--- config.mk ---
export PLATFORM = sky130hd
export DESIGN_NAME = branch_predict_unit_flat
export DESIGN_NICKNAME = d
export VERILOG_FILES = /design/src/rtl/branch_pkg.sv /design/src/rtl/branch_predict_unit_if.sv /design/src/rtl/branch_cond_eval.sv /design/src/rtl/branch_predict_unit.sv /design/src/flat_wrapper.sv
export SDC_FILE = /design/constraint.sdc
export NUM_CORES = 1
export LEC_CHECK = 0
export ABC_AREA = 0
export CAP_MARGIN = 25
export CORE_UTILIZATION = 35
export DETAILED_ROUTE_END_ITERATION = 12
export GPL_ROUTABILITY_DRIVEN = 0
export MAX_ROUTING_LAYER = met4
export PLACE_DENSITY_LB_ADDON = 0.12
export SYNTH_ARGS = -nofsm -noshare
export SYNTH_HDL_FRONTEND = slang
export SYNTH_HIERARCHICAL = 1
export SYNTH_SLANG_ARGS = --single-unit
--- constraint.sdc ---
create_clock -name clk -period 2.42 [get_ports clk]
set_input_delay 0.242 -clock clk [delete_from_list [all_inputs] [get_ports clk]]
set_output_delay 0.242 -clock clk [all_outputs]
set_load 0.005 [all_outputs]
--- src/rtl/branch_pkg.sv ---
// Shared definitions for the branch predict unit: condition codes, flag bit
// positions and the saturating-counter helpers used by the prediction table.
package branch_pkg;

  localparam int NVZ_W     = 3;
  localparam int CTR_MAX_W = 8;

  localparam int FLAG_N = 2;
  localparam int FLAG_V = 1;
  localparam int FLAG_Z = 0;

  localparam logic [2:0] COND_NE  = 3'b000;
  localparam logic [2:0] COND_EQ  = 3'b001;
  localparam logic [2:0] COND_GT  = 3'b010;
  localparam logic [2:0] COND_MI  = 3'b011;
  localparam logic [2:0] COND_PL  = 3'b100;
  localparam logic [2:0] COND_LE  = 3'b101;
  localparam logic [2:0] COND_VS  = 3'b110;
  localparam logic [2:0] COND_UNC = 3'b111;

  // Counters are carried at CTR_MAX_W bits and narrowed by the caller, so one
  // helper serves every CTR_W the unit may be built with.
  function automatic logic [CTR_MAX_W-1:0] ctr_max(input int unsigned width);
    logic [CTR_MAX_W-1:0] all_ones;
    all_ones = '1;
    ctr_max  = all_ones >> (CTR_MAX_W - width);
  endfunction

  function automatic logic [CTR_MAX_W-1:0] ctr_next(input logic [CTR_MAX_W-1:0] ctr,
                                                    input logic                 up,
                                                    input int unsigned          width);
    logic [CTR_MAX_W-1:0] top_v;
    top_v = ctr_max(width);
    if (up) begin
      ctr_next = (ctr == top_v) ? ctr : ctr + CTR_MAX_W'(1);
    end else begin
      ctr_next = (ctr == '0) ? ctr : ctr - CTR_MAX_W'(1);
    end
  endfunction

  // Weakly not-taken: one below the taken threshold.
  function automatic logic [CTR_MAX_W-1:0] ctr_reset(input int unsigned width);
    ctr_reset = ctr_max(width) >> 1;
  endfunction

endpackage

--- src/rtl/branch_predict_unit_if.sv ---
// Bundle of the fetch-lookup, decode-resolve, redirect and statistics signals
// between the pipeline (master) and the branch predict unit (slave).
interface branch_predict_unit_if
  import branch_pkg::*;
#(
  parameter int ADDR_W = 16,
  parameter int STAT_W = 16
);

  logic [NVZ_W-1:0]  flag_we;
  logic [NVZ_W-1:0]  flag_in;
  logic [ADDR_W-1:0] if_pc;
  logic              if_pred_taken;
  logic              id_valid;
  logic              id_stall;
  logic              id_branch;
  logic [2:0]        id_cond;
  logic [ADDR_W-1:0] id_pc;
  logic              id_pred_taken;
  logic [ADDR_W-1:0] id_target;
  logic [ADDR_W-1:0] id_pc_plus;
  logic              do_branch;
  logic              redirect_valid;
  logic [ADDR_W-1:0] redirect_pc;
  logic [NVZ_W-1:0]  flags;
  logic [STAT_W-1:0] stat_branches;
  logic [STAT_W-1:0] stat_mispred;

  modport master (
    output flag_we, flag_in, if_pc, id_valid, id_stall, id_branch, id_cond,
           id_pc, id_pred_taken, id_target, id_pc_plus,
    input  if_pred_taken, do_branch, redirect_valid, redirect_pc, flags,
           stat_branches, stat_mispred
  );

  modport slave (
    input  flag_we, flag_in, if_pc, id_valid, id_stall, id_branch, id_cond,
           id_pc, id_pred_taken, id_target, id_pc_plus,
    output if_pred_taken, do_branch, redirect_valid, redirect_pc, flags,
           stat_branches, stat_mispred
  );

endinterface

--- src/rtl/branch_cond_eval.sv ---
// Combinational evaluation of a 3-bit condition code against an {N,V,Z} flag set.
module branch_cond_eval
  import branch_pkg::*;
(
  input  logic [2:0]       cond,
  input  logic [NVZ_W-1:0] nvz,
  output logic             taken
);

  logic n, v, z;

  assign n = nvz[FLAG_N];
  assign v = nvz[FLAG_V];
  assign z = nvz[FLAG_Z];

  always_comb begin
    taken = 1'b0;
    case (cond)
      COND_NE:  taken = ~z;
      COND_EQ:  taken = z;
      COND_GT:  taken = ~n & ~z;
      COND_MI:  taken = n;
      COND_PL:  taken = ~n | z;
      COND_LE:  taken = n | z;
      COND_VS:  taken = v;
      COND_UNC: taken = 1'b1;
      default:  taken = 1'b0;
    endcase
  end

endmodule

--- src/rtl/branch_predict_unit.sv ---
// Branch resolver: architectural NVZ flags, condition evaluation, a table of
// saturating-counter predictors, registered mispredict redirects and statistics.
module branch_predict_unit
  import branch_pkg::*;
#(
  parameter int ADDR_W      = 16,
  parameter int BHT_DEPTH   = 16,
  parameter int CTR_W       = 2,
  parameter int FLAG_BYPASS = 1,
  parameter int STAT_W      = 16
) (
  input logic                 clk,
  input logic                 rst,
  branch_predict_unit_if.slave bus
);

  localparam int IDX_W = $clog2(BHT_DEPTH);
  localparam logic [CTR_W-1:0] CTR_RST = CTR_W'(ctr_reset(CTR_W));

  logic [CTR_W-1:0]  bht [BHT_DEPTH];
  logic [NVZ_W-1:0]  flags_q;
  logic [NVZ_W-1:0]  eval_flags;
  logic              cond_true;
  logic              resolve;
  logic              taken;
  logic              mispredict;
  logic [IDX_W-1:0]  lookup_idx;
  logic [IDX_W-1:0]  update_idx;
  logic              redirect_valid_q;
  logic [ADDR_W-1:0] redirect_pc_q;
  logic [STAT_W-1:0] stat_branches_q;
  logic [STAT_W-1:0] stat_mispred_q;
  logic              unused_pc_bits;

  // Instructions are halfword aligned, so pc[0] never selects an entry.
  assign lookup_idx = bus.if_pc[IDX_W:1];
  assign update_idx = bus.id_pc[IDX_W:1];
  assign unused_pc_bits = ^{bus.if_pc[0], bus.id_pc[0],
                            bus.if_pc[ADDR_W-1:IDX_W+1], bus.id_pc[ADDR_W-1:IDX_W+1]};

  always_comb begin
    eval_flags = flags_q;
    if (FLAG_BYPASS != 0) begin
      eval_flags = (bus.flag_we & bus.flag_in) | (~bus.flag_we & flags_q);
    end
  end

  branch_cond_eval u_cond_eval (
    .cond  (bus.id_cond),
    .nvz   (eval_flags),
    .taken (cond_true)
  );

  assign resolve    = bus.id_valid & bus.id_branch & ~bus.id_stall;
  assign taken      = resolve & cond_true;
  assign mispredict = resolve & (taken != bus.id_pred_taken);

  assign bus.if_pred_taken  = bht[lookup_idx][CTR_W-1];
  assign bus.do_branch      = taken;
  assign bus.redirect_valid = redirect_valid_q;
  assign bus.redirect_pc    = redirect_pc_q;
  assign bus.flags          = flags_q;
  assign bus.stat_branches  = stat_branches_q;
  assign bus.stat_mispred   = stat_mispred_q;

  always_ff @(posedge clk) begin
    if (rst) begin
      flags_q <= '0;
    end else begin
      for (int i = 0; i < NVZ_W; i++) begin
        if (bus.flag_we[i]) flags_q[i] <= bus.flag_in[i];
      end
    end
  end

  // A lookup of the entry being trained this cycle sees the old value, since
  // the write lands on the edge.
  always_ff @(posedge clk) begin
    if (rst) begin
      for (int i = 0; i < BHT_DEPTH; i++) begin
        bht[i] <= CTR_RST;
      end
    end else if (resolve) begin
      bht[update_idx] <= CTR_W'(ctr_next(CTR_MAX_W'(bht[update_idx]), taken, CTR_W));
    end
  end

  always_ff @(posedge clk) begin
    if (rst) begin
      redirect_valid_q <= 1'b0;
      redirect_pc_q    <= '0;
    end else begin
      redirect_valid_q <= mispredict;
      if (mispredict) begin
        redirect_pc_q <= taken ? bus.id_target : bus.id_pc_plus;
      end
    end
  end

  always_ff @(posedge clk) begin
    if (rst) begin
      stat_branches_q <= '0;
      stat_mispred_q  <= '0;
    end else begin
      if (resolve && (stat_branches_q != '1)) begin
        stat_branches_q <= stat_branches_q + STAT_W'(1);
      end
      if (mispredict && (stat_mispred_q != '1)) begin
        stat_mispred_q <= stat_mispred_q + STAT_W'(1);
      end
    end
  end

endmodule
--- src/flat_wrapper.sv ---
// flat-port wrapper written by rule: the top's interface ports become plain ports
module branch_predict_unit_flat import branch_pkg::*;
#(
  parameter int ADDR_W      = 16,
  parameter int BHT_DEPTH   = 16,
  parameter int CTR_W       = 2,
  parameter int FLAG_BYPASS = 1,
  parameter int STAT_W      = 16
)
  (clk, rst, bus_flag_we, bus_flag_in, bus_if_pc, bus_id_valid, bus_id_stall, bus_id_branch, bus_id_cond, bus_id_pc, bus_id_pred_taken, bus_id_target, bus_id_pc_plus, bus_if_pred_taken, bus_do_branch, bus_redirect_valid, bus_redirect_pc, bus_flags, bus_stat_branches, bus_stat_mispred);
  branch_predict_unit_if #(.ADDR_W(ADDR_W), .STAT_W(STAT_W)) bus_i ();
  input logic clk;
  input logic rst;
  input wire logic [$bits(bus_i.flag_we)-1:0] bus_flag_we;
  input wire logic [$bits(bus_i.flag_in)-1:0] bus_flag_in;
  input wire logic [$bits(bus_i.if_pc)-1:0] bus_if_pc;
  input wire logic [$bits(bus_i.id_valid)-1:0] bus_id_valid;
  input wire logic [$bits(bus_i.id_stall)-1:0] bus_id_stall;
  input wire logic [$bits(bus_i.id_branch)-1:0] bus_id_branch;
  input wire logic [$bits(bus_i.id_cond)-1:0] bus_id_cond;
  input wire logic [$bits(bus_i.id_pc)-1:0] bus_id_pc;
  input wire logic [$bits(bus_i.id_pred_taken)-1:0] bus_id_pred_taken;
  input wire logic [$bits(bus_i.id_target)-1:0] bus_id_target;
  input wire logic [$bits(bus_i.id_pc_plus)-1:0] bus_id_pc_plus;
  output wire logic [$bits(bus_i.if_pred_taken)-1:0] bus_if_pred_taken;
  output wire logic [$bits(bus_i.do_branch)-1:0] bus_do_branch;
  output wire logic [$bits(bus_i.redirect_valid)-1:0] bus_redirect_valid;
  output wire logic [$bits(bus_i.redirect_pc)-1:0] bus_redirect_pc;
  output wire logic [$bits(bus_i.flags)-1:0] bus_flags;
  output wire logic [$bits(bus_i.stat_branches)-1:0] bus_stat_branches;
  output wire logic [$bits(bus_i.stat_mispred)-1:0] bus_stat_mispred;
  assign bus_i.flag_we = bus_flag_we;
  assign bus_i.flag_in = bus_flag_in;
  assign bus_i.if_pc = bus_if_pc;
  assign bus_i.id_valid = bus_id_valid;
  assign bus_i.id_stall = bus_id_stall;
  assign bus_i.id_branch = bus_id_branch;
  assign bus_i.id_cond = bus_id_cond;
  assign bus_i.id_pc = bus_id_pc;
  assign bus_i.id_pred_taken = bus_id_pred_taken;
  assign bus_i.id_target = bus_id_target;
  assign bus_i.id_pc_plus = bus_id_pc_plus;
  assign bus_if_pred_taken = bus_i.if_pred_taken;
  assign bus_do_branch = bus_i.do_branch;
  assign bus_redirect_valid = bus_i.redirect_valid;
  assign bus_redirect_pc = bus_i.redirect_pc;
  assign bus_flags = bus_i.flags;
  assign bus_stat_branches = bus_i.stat_branches;
  assign bus_stat_mispred = bus_i.stat_mispred;
  branch_predict_unit #(.ADDR_W(ADDR_W), .BHT_DEPTH(BHT_DEPTH), .CTR_W(CTR_W), .FLAG_BYPASS(FLAG_BYPASS), .STAT_W(STAT_W)) u_core (.clk(clk), .rst(rst), .bus(bus_i));
endmodule
## Word-level counts from Yosys, hierarchy flattened

Memory sizes are Yosys's and may differ from the RTL's.
Index checks and enable logic that the tools add are counted.

| word-level totals | value |
|---|---|
| word-level logic and storage cells | 57 |
| memories kept | 1 |
| latch bits | 0 |
| ROM bits | 0 |
| input port bits | 79 |
| bits in registers | 52 |
| RAM bits | 32 |

Memories:

| name | depth | bits a word | rd ports | clocked after Yosys merged registers in | write ports | RTL line | source |
|---|---|---|---|---|---|---|---|
| u_core.bht | 16 | 2 | 2 | 0 | 16 | branch_predict_unit.sv:20 | `logic [CTR_W-1:0] bht [BHT_DEPTH];` |

| operators by class | value |
|---|---|
| equality and inequality tests | 11 |
| div/mod/pow operators | 0 |
| shift operators | 0 |
| $mul | 0 |
| mux-type cells | 15 |
| reductions and logical operators | 5 |
| $lt $le $gt $ge | 0 |
| add/subtract/negate cells | 4 |
| bitwise logic cells | 14 |

Operator list:

| cell | count |
|---|---|
| 16-bit by 1-bit adder with 16-bit output, second input constant | 2 |
| 16-bit inequality test, second input constant | 2 |
| 16-bit two-way mux | 1 |
| 3-bit == test, second input constant | 4 |
| 2-bit two-way mux | 6 |
| 1-bit one-hot mux with 8 select lines | 1 |
| 3-bit bitwise AND | 2 |
| 3-bit by 2-bit == test with 1-bit output, second input constant | 2 |
| 1-bit two-way mux | 6 |
| 1-bit bitwise AND | 5 |
| 4-bit two-way mux | 1 |
| 3-bit by 1-bit == test with 1-bit output, second input constant | 1 |
| 3-bit zero test | 1 |
| 1-bit inverter | 3 |
| 3-bit inverter | 1 |
| 3-bit bitwise OR | 1 |
| 2-bit by 1-bit adder with 2-bit output, second input constant | 1 |
| 2-bit == test, second input constant | 1 |
| 1-bit logical AND | 2 |
| 2-bit zero test | 1 |
| 1-bit bitwise OR | 2 |
| 2-bit OR reduction | 1 |
| 2-bit by 1-bit subtractor with 2-bit output, second input constant | 1 |
| 1-bit inequality test | 1 |

## Longest topological paths before layout

Gate-level depths: netlist (run 1).

| depth | value |
|---|---|
| word-level depth | 11 |
| mapped depth | 10 |
| depth with buffers taken out | 10 |

## Hierarchy

The synthesis (run 1) kept the hierarchy.

By module, submodules not included:

| module | cells an instance | instances | area an instance (sq um) |
|---|---|---|---|
| branch_predict_unit | 418 | 1 | 4,207.8 |
| branch_cond_eval | 11 | 1 | 76.3 |

## Worst setup path before layout (run 1)

Ideal clock, no wire load.

| path | value |
|---|---|
| kind | register to register |
| from | register u_core.flags_q[2] (netlist: u_core/bus.flags[2]) |
| to | register u_core.stat_mispred_q[11] (netlist: u_core/bus.stat_mispred[11]) |
| cell stages (with the launch flop) | 11 |
| data required time | 2.299 ns |
| path slack | 0.083 ns |
| arrival | 2.217 ns |
| path buffers | 0 |
| path through | dfxtp_1 > mux2_2 > nand2_1 > mux2i_1 > a21oi_1 > o21a_1 > xor2_1 > nand3_1 > a31oi_1 > nand4_1 > mux2_2 |

| between the ends | value |
|---|---|
| word-level cells in the longest chain between the ends | 9 |
| elaborated cells between the ends (all ways) | 11 |
| classes of those cells | 1 x eq/ne; 1 x mux; 8 x bitwise; 1 x reduce/logical |

RTL lines:

| what | RTL line | source |
|---|---|---|
| start: declaration | branch_predict_unit.sv:21 | `logic [NVZ_W-1:0] flags_q;` |
| start signal: indexed assignment | branch_predict_unit.sv:71 | `if (bus.flag_we[i]) flags_q[i] <= bus.flag_in[i];` |
| 3-bit bitwise AND * | branch_predict_unit.sv:44 | `eval_flags = (bus.flag_we & bus.flag_in) \| (~bus.flag_we & flags_q);` |
| 3-bit bitwise OR * | branch_predict_unit.sv:44 |  |
| via u_core.eval_flags[2] | branch_predict_unit.sv:22 | `logic [NVZ_W-1:0] eval_flags;` |
| 1-bit inverter | branch_cond_eval.sv:21, branch_cond_eval.sv:23 |  |
| 1-bit bitwise OR / 1-bit bitwise AND (equally long branches) | branch_cond_eval.sv:23, branch_cond_eval.sv:21 |  |
| 1-bit one-hot mux with 8 select lines * | branch_cond_eval.sv:18 | `case (cond)` |
| via u_core.cond_true | branch_predict_unit.sv:23 | `logic cond_true;` |
| 1-bit bitwise AND * | branch_predict_unit.sv:55 | `assign taken = resolve & cond_true;` |
| 1-bit inequality test * | branch_predict_unit.sv:56 | `assign mispredict = resolve & (taken != bus.id_pred_taken);` |
| 1-bit bitwise AND * | branch_predict_unit.sv:56 |  |
| 1-bit logical AND * | branch_predict_unit.sv:108 | `if (mispredict && (stat_mispred_q != '1)) begin` |
| end signal: assignment | branch_predict_unit.sv:109 | `stat_mispred_q <= stat_mispred_q + STAT_W'(1);` |
| end: declaration | branch_predict_unit.sv:32 | `logic [STAT_W-1:0] stat_mispred_q;` |

The timed path passes the listed nets; every way through them passes the cells marked *.
A chain may end at the register's enable or synchronous reset.

## Final worst setup path (run 1)

| path | value |
|---|---|
| from | register u_core.flags_q[0] (netlist: u_core/bus.flags[0]) |
| to | register u_core.stat_mispred_q[15] (netlist: u_core/bus.stat_mispred[15]) |

| between the ends | value |
|---|---|
| word-level cells in the longest chain between the ends | 9 |
| elaborated cells between the ends (all ways) | 11 |
| classes of those cells | 1 x eq/ne; 1 x mux; 8 x bitwise; 1 x reduce/logical |

RTL lines:

| what | RTL line | source |
|---|---|---|
| 3-bit bitwise AND * | branch_predict_unit.sv:44 |  |
| 3-bit bitwise OR * | branch_predict_unit.sv:44 |  |
| via u_core.eval_flags[0] | branch_predict_unit.sv:22 |  |
| 1-bit inverter | branch_cond_eval.sv:19, branch_cond_eval.sv:21 |  |
| 1-bit bitwise AND | branch_cond_eval.sv:21 | `COND_GT: taken = ~n & ~z;` |
| 1-bit one-hot mux with 8 select lines * | branch_cond_eval.sv:18 |  |
| via u_core.cond_true | branch_predict_unit.sv:23 |  |
| 1-bit bitwise AND * | branch_predict_unit.sv:55 |  |
| 1-bit inequality test * | branch_predict_unit.sv:56 |  |
| 1-bit bitwise AND * | branch_predict_unit.sv:56 |  |
| 1-bit logical AND * | branch_predict_unit.sv:108 |  |

Marked as above.

==> results of run 1 <==
synth_stat cells, types with 3 or more instances:
| library cell | number |
|---|---|
| a21oi_1 | 22 |
| nand3b_1 | 3 |
| clkbuf_1 | 17 |
| or2_2 | 4 |
| mux2_2 | 7 |
| edfxtp_1 | 32 |
| nor2_1 | 49 |
| xor2_1 | 4 |
| nor3_1 | 9 |
| xnor2_1 | 18 |
| o221ai_1 | 15 |
| dfxtp_1 | 52 |
| nor4_1 | 3 |
| nand2b_1 | 15 |
| and4_1 | 3 |
| nand3_1 | 22 |
| nand2_1 | 50 |
| and3_1 | 8 |
| nor2b_1 | 12 |
| mux4_2 | 13 |
| buf_1 | 3 |
| mux2i_1 | 5 |
| nand4_1 | 10 |
| a2111oi_0 | 3 |
| inv_1 | 4 |
stage by stage:
step           cell area, um^2  power (mW)
2_1_floorplan             4280        1.72
3_3_place_gp              5670        1.92
3_5_place_dp              5670        1.92
4_1_cts                   6010        3.35
5_1_grt                   6080        3.46
6_report                  6080        3.32
power breakdown:
part	switching, mW	internal (mW)
clock network	0.560	0.847
logic	0.187	0.222
registers	0.0133	1.49
total	0.760	2.56
area by class of cell:
cell class	count	share of cell area, %
multi-input cells	315	36.3
flip-flops and latches	84	32.9
repair buffers	145	22.4
clock buffers	11	4.16
well taps	147	3.02
clock inverters	5	0.823
inverters	5	0.309
cells by family after synthesis:
group	synth area share, %
and+or+nand+nor	23.5
DFF	46.7
adders and majority gates	1.23
buffers and inverters	3.48
xor gates and xnor gates	4.50
muxes	9.84
AOI/OAI and AO/OA	10.7
state kept, by name, indices dropped and copies added (netlist names):
signal and count:
u_core/bus.redirect_valid 1, u_core/bht 32, u_core/bus.stat_mispred 16, u_core/bus.redirect_pc 16, u_core/bus.stat_branches 16, u_core/bus.flags 3
repair_timing:
action                                  4_1_cts  5_1_grt
gates resized for setup                      10       11
hold buffers                                  0        0
setup buffers                                 2        2
gates cloned                                  0        1
pin swaps                                     7        7
endpoints found under the setup margin       13       23
path summary, 6_finish.rpt:
path | startpoint | to | slack, ns | cells after the start
worst max-delay path | u_core/bus.flags[0] | u_core/bus.stat_mispred[15] | 0.03 | 10
worst min-delay path | rst | u_core/bus.stat_mispred[9] | 0.40 | 3
worst max register to register | u_core/bus.flags[0] | u_core/bus.stat_mispred[15] | 0.03 | 10
worst min register to register | u_core/bus.redirect_pc[5] | u_core/bus.redirect_pc[5] | 0.45 | 2
routing by layer:
metal / vias up / global-route usage, % / routed length, um
met5: - / - / 0
met4: 0 / 9.16 / 270
met3: 20 / 3.89 / 693
met2: 116 / 28.6 / 5170
met1: 1799 / 24.3 / 5270
li1: 1836 / - / -
worst max-delay path, delay by kind of cell (launching register included):
family          cells  cell delay [ns]
compound gates      2             0.29
xor+xnor            2             0.33
flops               1             0.32
mux                 2             0.42
simple gates        4             0.93
==> run summary, run 1 <==
The relative slew slack was 61.5%; the overall track demand over capacity in global routing was 19.0%. From left edge to right edge, the die measures 113 um. Summed over all layers, the global routing overflow is 0. The clock arrives with 0.00460 ns of skew. The number of DRC markers in iteration 0 is 185, and the tightest hold margin is 0.402 ns. The largest single stage delay on the critical path is 0.54 ns.

In this run the remaining antenna-violating nets after routing total 0. The area of all sequential standard cells came out at 2000 um^2. Data arrives at the worst endpoint at 2.62 ns. Setup slack on the critical path of the routed design comes to 0.0281 ns. Summing the sequential cell areas from Yosys gives 46.7% of the chip area. Before antenna repair, the detailed router went through 5 iterations. The library cell used most frequently in the layout, excluding fill and tap cells, is clkdlybuf4s50_1. STA classifies the critical path startpoint as a register.

The floorplan step set the die height to 113 um. The top cell type by area accounts for 24.3% of the synthesized area. The first global-routing pass estimated 18000 um of wire. The CTS clock-pin slew for the worst setup and hold paths is 0.06 ns, and the proportion of synthesized flip-flops having asynchronous set or reset is 0%. Class of the most critical hold timing path: in -> reg. Setup repair after global routing could not meet its margin everywhere. For the via count of the first global-routing pass, the log shows 3618. For this block, the routed nets add up to 11400 um of wire.

At the pin with the least slew margin, the transition time is 0.563 ns. The slowest stage of the critical path belongs to the cell or4b_4. The tools report the utilization after layout as 50.8%.

The final total negative setup slack was 0 ns. Using the TritonRoute via totals, the vias-per-cell ratio works out to 5.30. For the area of the placeable core, the log shows 12000 um^2. Synthesis handed over a netlist of 429 instances. The cell taking the most area after synthesis is dfxtp_1. The run gives 2 as the largest buffer count on any clock path. The starting utilization of the core area is 35.8%. Once placement completed, the tool counted placed cells totaling 691. The tools report the clock network latency to the later pin of the worst-skew pair as 0.34 ns.

Counting every net in the synthesized netlist gives 510. Most used flip-flop cell after synthesis: dfxtp_1. 133 I/O pins were placed. The run gives 51 as the pin count of the biggest net entering global routing. The worst-case IR drop observed on VDD is 0.283 mV.

The worst setup path is captured at a register. Summed over all cells, the static leakage comes to 2.06 nW. The number of buffers created by CTS is 9. For the pre-CTS setup slack, the log shows -0.540 ns. The setup-violating endpoint count in the final report came out at 0.

The total standard cell area after synthesis is 4280 um^2, and the DRC violation count after routing is 0. For this design the ratio of total power to cell area is 546 nW/um^2. The mean instance size in the synthesized netlist came out at 9.99 um^2. After detailed routing, the average wire length per cell comes to 16.0 um. Relative to the synthesized area, the layout overhead comes to 41.9%. In the final layout, the share of cells above drive strength 1 is 17.9%.

The library cells used most frequently in the layout, excluding fill and tap cells, are clkdlybuf4s50_1, dfxtp_1, nor2_1. The tree is rooted in a clkbuf_16. Counting flops with a built-in enable in the synthesized netlist gives 32. Dividing the final minimum period by the clock period gives 98.8%.

Summing all multi-input logic gate instances after layout gives 2210 um^2. The count of endpoints failing hold in the final timing report was 0; the detailed-route via count was 3771. In this run the worst path has a maximum fanout of 3. Start-to-end type of the worst setup path: reg -> reg. The tools report the count of different cell masters after synthesis as 57.

Post-synthesis register bit count: 84. Die footprint: 12700 um^2. Ranked by total cell area, the synthesized netlist is headed by dfxtp_1, edfxtp_1, mux4_2. For the number of max-capacitance violations reported, the log shows 0. The fill cell instance count of the final layout is 1115, and the number of pins exceeding their max-slew limit in the final report is 0.

Number of placement rows: 40. For the worst setup path, the data required time is 2.65 ns. The number of H-tree levels is 3, and the number of inserted diodes is 0. The number of input and output port buffers inserted is 108. The clock period minus worst slack works out to 2.39 ns. At the end of the flow, the number of nets in the layout was 641. For this run, the number of Yosys warnings is 6. The logs give 7890 um for the HPWL after detailed placement and 712 for the final cell count without fillers.

Based on the critical path, the design can be clocked at up to 0.418 GHz. For the number of sinks on the clock net, the log shows 84. Walking the worst path, the cells encountered are mux2_4 > nand2b_4 > mux2i_1 > a21oi_1 > o21a_2 > xor2_2 > nand3_2 > or4b_4 > xnor2_1 > nor2b_1. The run finished with clean final reports. The run gives 0 as the initial antenna violation count. TritonCTS built the clock tree.
(Power assumes the default switching activity.)
==> run 2, diff against run 1 <==
--- a/config.mk
+++ b/config.mk
@@ -9,7 +9,6 @@
 export CAP_MARGIN = 25
 export CORE_UTILIZATION = 35
 export DETAILED_ROUTE_END_ITERATION = 12
-export GPL_ROUTABILITY_DRIVEN = 0
 export MAX_ROUTING_LAYER = met4
 export PLACE_DENSITY_LB_ADDON = 0.12
 export SYNTH_ARGS = -nofsm -noshare
==> results of run 2 <==
Final layout, timing and power as in run 1 (identical DEF).
==> run 3, diff against run 2 <==
--- a/config.mk
+++ b/config.mk
@@ -6,7 +6,6 @@
 export NUM_CORES = 1
 export LEC_CHECK = 0
 export ABC_AREA = 0
-export CAP_MARGIN = 25
 export CORE_UTILIZATION = 35
 export DETAILED_ROUTE_END_ITERATION = 12
 export MAX_ROUTING_LAYER = met4
==> results of run 3 <==
Final layout, timing and power as in run 1 (identical DEF).
